===== src/rtl/ahb_pkg.sv =====
// Shared AHB-Lite / bridge definitions: transfer encodings, response codes,
// bridge FSM state encodings and the largest legal transfer size.
package ahb_pkg;

  localparam logic [1:0] HTRANS_IDLE   = 2'b00;
  localparam logic [1:0] HTRANS_BUSY   = 2'b01;
  localparam logic [1:0] HTRANS_NONSEQ = 2'b10;
  localparam logic [1:0] HTRANS_SEQ    = 2'b11;

  localparam logic HRESP_OKAY  = 1'b0;
  localparam logic HRESP_ERROR = 1'b1;

  // Widest transfer the APB segment can carry (word).
  localparam logic [2:0] HSIZE_MAX = 3'b010;

  typedef enum logic [2:0] {
    ST_IDLE   = 3'd0,
    ST_WDATA  = 3'd1,
    ST_SETUP  = 3'd2,
    ST_ACCESS = 3'd3,
    ST_ERR1   = 3'd4,
    ST_ERR2   = 3'd5
  } bridge_state_t;

endpackage


===== src/rtl/bridge_timeout_cnt.sv =====
// ACCESS-phase watchdog for the AHB-to-APB bridge. Cleared by load, advances
// on count, and flags expire in the count cycle that completes TIMEOUT_CYC.
module bridge_timeout_cnt #(
  parameter int TIMEOUT_CYC = 16
) (
  input  logic clk,
  input  logic srst,
  input  logic load,
  input  logic count,
  output logic expire
);

  localparam int CNT_W = $clog2(TIMEOUT_CYC + 1);
  localparam logic [CNT_W-1:0] CNT_LAST = CNT_W'(TIMEOUT_CYC - 1);

  logic [CNT_W-1:0] cnt_reg;

  // Cycle counter: restart on load, advance while the peripheral stalls.
  always_ff @(posedge clk) begin
    if (srst) begin
      cnt_reg <= '0;
    end else if (load) begin
      cnt_reg <= '0;
    end else if (count && cnt_reg != CNT_LAST) begin
      cnt_reg <= cnt_reg + 1'b1;
    end
  end

  assign expire = count && (cnt_reg == CNT_LAST);

endmodule


===== src/rtl/ahb_apb_bridge.sv =====
// AHB-Lite responder that converts each selected AHB beat into one APB3
// transfer. All outputs are registered. hresetn is a synchronous active-high
// reset despite its name. Optional ACCESS-phase timeout: define APB_TIMEOUT_EN.
module ahb_apb_bridge
  import ahb_pkg::*;
#(
  parameter int ADDR_W      = 32,
  parameter int DATA_W      = 32,
  parameter int TIMEOUT_CYC = 16
) (
  input  logic              hclk,
  input  logic              hresetn,
  input  logic              hsel,
  input  logic              hready,
  input  logic [1:0]        htrans,
  input  logic              hwrite,
  input  logic [2:0]        hsize,
  input  logic [2:0]        hburst,
  input  logic [ADDR_W-1:0] haddr,
  input  logic [DATA_W-1:0] hwdata,
  output logic [DATA_W-1:0] hrdata,
  output logic              hreadyout,
  output logic              hresp,
  output logic [ADDR_W-1:0] paddr,
  output logic [DATA_W-1:0] pwdata,
  output logic              pwrite,
  output logic              psel,
  output logic              penable,
  input  logic [DATA_W-1:0] prdata,
  input  logic              pready,
  input  logic              pslverr
);

  bridge_state_t state_reg, state_next;

  logic accept;
  logic can_accept;
  logic timeout_expire;
  logic hreadyout_next;
  logic hresp_next;
  logic psel_next;
  logic penable_next;

  // Bursts are split into independent beats and IDLE/BUSY are treated alike.
  logic unused_ok;
  assign unused_ok = ^{hburst, htrans[0]};

  assign can_accept = (state_reg == ST_IDLE) || (state_reg == ST_ERR2);
  assign accept     = can_accept && hsel && hready && htrans[1];

`ifdef APB_TIMEOUT_EN
  bridge_timeout_cnt #(
    .TIMEOUT_CYC (TIMEOUT_CYC)
  ) u_timeout (
    .clk    (hclk),
    .srst   (hresetn),
    .load   (state_reg == ST_SETUP),
    .count  ((state_reg == ST_ACCESS) && !pready),
    .expire (timeout_expire)
  );
`else
  assign timeout_expire = 1'b0;
`endif

  // State register.
  always_ff @(posedge hclk) begin
    if (hresetn) begin
      state_reg <= ST_IDLE;
    end else begin
      state_reg <= state_next;
    end
  end

  // Next-state logic.
  always_comb begin
    state_next = state_reg;
    case (state_reg)
      ST_IDLE, ST_ERR2: begin
        if (accept) begin
          if (hsize > HSIZE_MAX) begin
            state_next = ST_ERR1;
          end else if (hwrite) begin
            state_next = ST_WDATA;
          end else begin
            state_next = ST_SETUP;
          end
        end else begin
          state_next = ST_IDLE;
        end
      end
      ST_WDATA:  state_next = ST_SETUP;
      ST_SETUP:  state_next = ST_ACCESS;
      ST_ACCESS: begin
        if (pready) begin
          state_next = pslverr ? ST_ERR1 : ST_IDLE;
        end else if (timeout_expire) begin
          state_next = ST_ERR1;
        end
      end
      ST_ERR1:   state_next = ST_ERR2;
      default:   state_next = ST_IDLE;
    endcase
  end

  // Output decode from the upcoming state so the registered outputs line up
  // with the state they describe.
  always_comb begin
    hreadyout_next = 1'b1;
    hresp_next     = HRESP_OKAY;
    psel_next      = 1'b0;
    penable_next   = 1'b0;
    case (state_next)
      ST_WDATA:  hreadyout_next = 1'b0;
      ST_SETUP: begin
        hreadyout_next = 1'b0;
        psel_next      = 1'b1;
      end
      ST_ACCESS: begin
        hreadyout_next = 1'b0;
        psel_next      = 1'b1;
        penable_next   = 1'b1;
      end
      ST_ERR1: begin
        hreadyout_next = 1'b0;
        hresp_next     = HRESP_ERROR;
      end
      ST_ERR2:   hresp_next = HRESP_ERROR;
      default:   ;
    endcase
  end

  // Output registers: handshake, address/direction capture, data paths.
  always_ff @(posedge hclk) begin
    if (hresetn) begin
      hreadyout <= 1'b1;
      hresp     <= HRESP_OKAY;
      hrdata    <= '0;
      psel      <= 1'b0;
      penable   <= 1'b0;
      pwrite    <= 1'b0;
      paddr     <= '0;
      pwdata    <= '0;
    end else begin
      hreadyout <= hreadyout_next;
      hresp     <= hresp_next;
      psel      <= psel_next;
      penable   <= penable_next;
      if (accept) begin
        paddr  <= haddr;
        pwrite <= hwrite;
      end
      // hwdata belongs to the data phase, which is the WDATA cycle.
      if (state_reg == ST_WDATA) begin
        pwdata <= hwdata;
      end
      if (state_reg == ST_ACCESS && pready && !pslverr && !pwrite) begin
        hrdata <= prdata;
      end
    end
  end

endmodule

===== config.mk =====
export PLATFORM = sky130hd
export DESIGN_NAME = ahb_apb_bridge
export DESIGN_NICKNAME = d
export VERILOG_FILES = /design/src/rtl/ahb_pkg.sv /design/src/rtl/bridge_timeout_cnt.sv /design/src/rtl/ahb_apb_bridge.sv
export SDC_FILE = /design/constraint.sdc
export NUM_CORES = 1
export LEC_CHECK = 0
export ABC_AREA = 1
export ABC_CLOCK_PERIOD_IN_PS = 1200
export BUFFER_PORTS_ARGS = -buffer_cell sky130_fd_sc_hd__buf_2
export CAP_MARGIN = 0
export CORE_UTILIZATION = 40
export DETAILED_ROUTE_END_ITERATION = 10
export GPL_TIMING_DRIVEN = 0
export PLACE_DENSITY_LB_ADDON = 0.05
export SLEW_MARGIN = 20
export SYNTH_ARGS = -nofsm -noshare
export SYNTH_HDL_FRONTEND = slang
export SYNTH_SLANG_ARGS = --single-unit

===== constraint.sdc =====
create_clock -name hclk -period 1.2 [get_ports hclk]
set_input_delay 0.3 -clock hclk [delete_from_list [all_inputs] [get_ports hclk]]
set_output_delay 0.3 -clock hclk [all_outputs]
set_load 0.1 [all_outputs]

==> impl_metrics.ini <==
[setup_path]
worstPathRequired_ns = 1.50
r2r-start = state_reg[0]
end_kind = register
path_max_fanout = 7
worst_path_most_repeated_cell = buf_6
cp_data_arrival_time_ns = 1.63
path_delay_family = simple AND/OR/NAND/NOR gates
max_stage_delay_ns = 0.37
path_buf_inv = 3
crit_type = register to register
path_cells = buf_6, nor2_4, nand2_2, nand2_4, nand2_8, clkinv_8, buf_6, nand2_1, a21oi_2
cp-startpoint = state_reg[0]
slowest_stage = dfxtp_4
cp-start-kind = register

[synth]
netlist_top_cells_count = nand2_1, dfxtp_1, a21oi_1
synth.avg_cell_area_um2 = 7.859
async_flop_share = 0
synth_seq_cells = 104
synthFlopType = dfxtp_1
ys_warn_count = 0
post-synth-top-count-cell = nand2_1
syn_area_um2 = 3804
synth_top_area_frac = 0.5474
synth_fp_nets = 595
yosysSeqAreaShare = 0.5474
synth_cell_types = 18
yosys.area.top_type = dfxtp_1
synth_edf_count = 0
synthTopCellsByArea = dfxtp_1, nand2_1, a21oi_1
synthCells = 484

[clocking]
cts_buffers = 9
clockBufferDepth = 2
clock-sinks = 104
postCtsHoldBufs = 0
clkLatencyLatePin_ns = 0.36
cts-root-buf = clkbuf_8
clkSlewWorstSetupHoldPaths_ns = 0.11
cts_tree = built
h-tree-depth = 3

[global_route]
track_usage = 0.2580
grt_overflow_total = 0
grt_pass1_wl_mm = 20.24
antenna_found_initial = 0
grt_max_degree = 19
grt_pass1_vias = 4296

[floorplan]
die_h_um = 99.52
initial_core_util = 0.4116
io_pins = 212
rows = 35
die_x_um = 99.52
dieArea_um2 = 9903
core_area_um2 = 9240

[sta]
fmax_mhz = 749.1
hold-worst-slack_ns = 0.1611
worstMarginPinSlew_ns = 0.7397
setup_viol = 158
slew_viol_final = 0
tns_ns = -7.178
skew_ns = 0.01732
rsz0062_at_grt = true
fin_crit_ns = 1.335
finalCritPeriodShare = 1.112
fin_ws_ns = -0.1349
hold_viol = 0
relSlewSlack = 0.5069

[detailed_routing]
drt_wl_total_mm = 14.14
avgViaCountPerCell = 5.002
dr.first_iter.drc_count = 172
wl_per_cell_um = 15.89
drc_errors = 0
vias = 4452
drt_pass1_iterations = 5
postRouteAntennaNets = 0

[layout]
nNetsFinal = 867
drive_gt1_frac = 0.6255
antenna_cells = 0
final_core_utilization = 0.8459
layout_top_registers = hrdata (32), paddr (32), pwdata (32)
synthToLayoutAreaGrowth_pct = 105.5

[job]
maxCapViolations = 0

[pwr]
power.leakage_nw = 3.220
ir_drop_mv = 0.6184
power_density_nw_per_um2 = 1088

[worst_hold_path]
worstHoldStart = haddr[12]
hp-class = input port to register

[placed_design]
place_ws_ns = -0.4189
place_congestion = 0.7817
dpl.hpwl_mm = 7.655
io_buffers = 206

[run_status]
outcome = finished, violations left
violations = setup timing
## cell usage in the layout, fill, tap and decap left out, drive strengths merged
cell / netlist / routed
nand2: 175 / 175
clkinvlp: 0 / 1
buf: 23 / 284
clkbuf: 14 / 22
nor3: 1 / 1
bufinv: 0 / 2
inv: 11 / 14
nor2: 12 / 12
nand4: 32 / 32
dfxtp: 104 / 104
a21oi: 101 / 101
nand3: 10 / 10
clkinv: 1 / 3
## logic make-up (layout without fill, tap and decap cells)
family,after synthesis,after routing,share of synthesized area
AOI/OAI and AO/OA,101,101,0.1329
buffers and inverters,49,326,0.06349
DFF,104,104,0.5474
and+or+nand+nor,230,230,0.2562
## metal layers
layer / vias to the layer above / part of all wire / GRT usage
met5: - / 0 / 0
met4: 0 / 0.026 / 0.1222
met3: 34 / 0.064 / 0.07027
met2: 193 / 0.53 / 0.4450
met1: 2080 / 0.38 / 0.2969
li1: 2145 / - / -
## worst paths after layout
path | end | slack [ns] | cells after the start
max | paddr[10] | -0.13 | 9
min | paddr[12] | 0.16 | 3
max reg2reg | paddr[10] | -0.13 | 9
min reg2reg | pwdata[17] | 0.49 | 2
## power breakdown
| group | switching (W) | total (W) | internal, W | leakage [nW] |
|---|---|---|---|---|
| Clock | 0.00128 | 0.00255 | 0.00127 | 0.119 |
| Combinational | 0.00137 | 0.00225 | 0.000882 | 2.21 |
| Sequential | 0.000132 | 0.00371 | 0.00357 | 0.895 |
## stage by stage
step	total power, W	cells	cell area (um2)
after detailed placement	0.005257	819	5167
after floorplan	0.004876	484	3975
after CTS	0.008265	857	7167
final	0.008506	890	7816
after global routing	0.008812	890	7816
after global placement	0.005243	819	5167
## what timing repair did
item	CTS	global route
endpoints found under the hold margin	0	0
cloned	6	4
pin swaps	10	18
resized for setup	438	113
buffers inserted	17	29
setup endpoints to repair	198	203
## final cells by class
type	instances	area (um2)
inverters	12	65.06
fillers	506	1424
flip-flops and latches	104	2237
repair buffers	260	3018
repair inverters	2	18.77
clock inverters	6	97.59
clock buffers	10	137.6
plain buffers	36	287.8
multi-input cells	331	1793
well taps	129	161.4
## worst register-to-register path, stage by stage, from the launching register on
cell	delay [ns]
dfxtp_4	0.37
buf_6	0.12
nor2_4	0.09
nand2_2	0.07
nand2_4	0.09
nand2_8	0.11
clkinv_8	0.10
buf_6	0.12
nand2_1	0.09
a21oi_2	0.14
No activity file was read; power rests on OpenSTA's default activity.
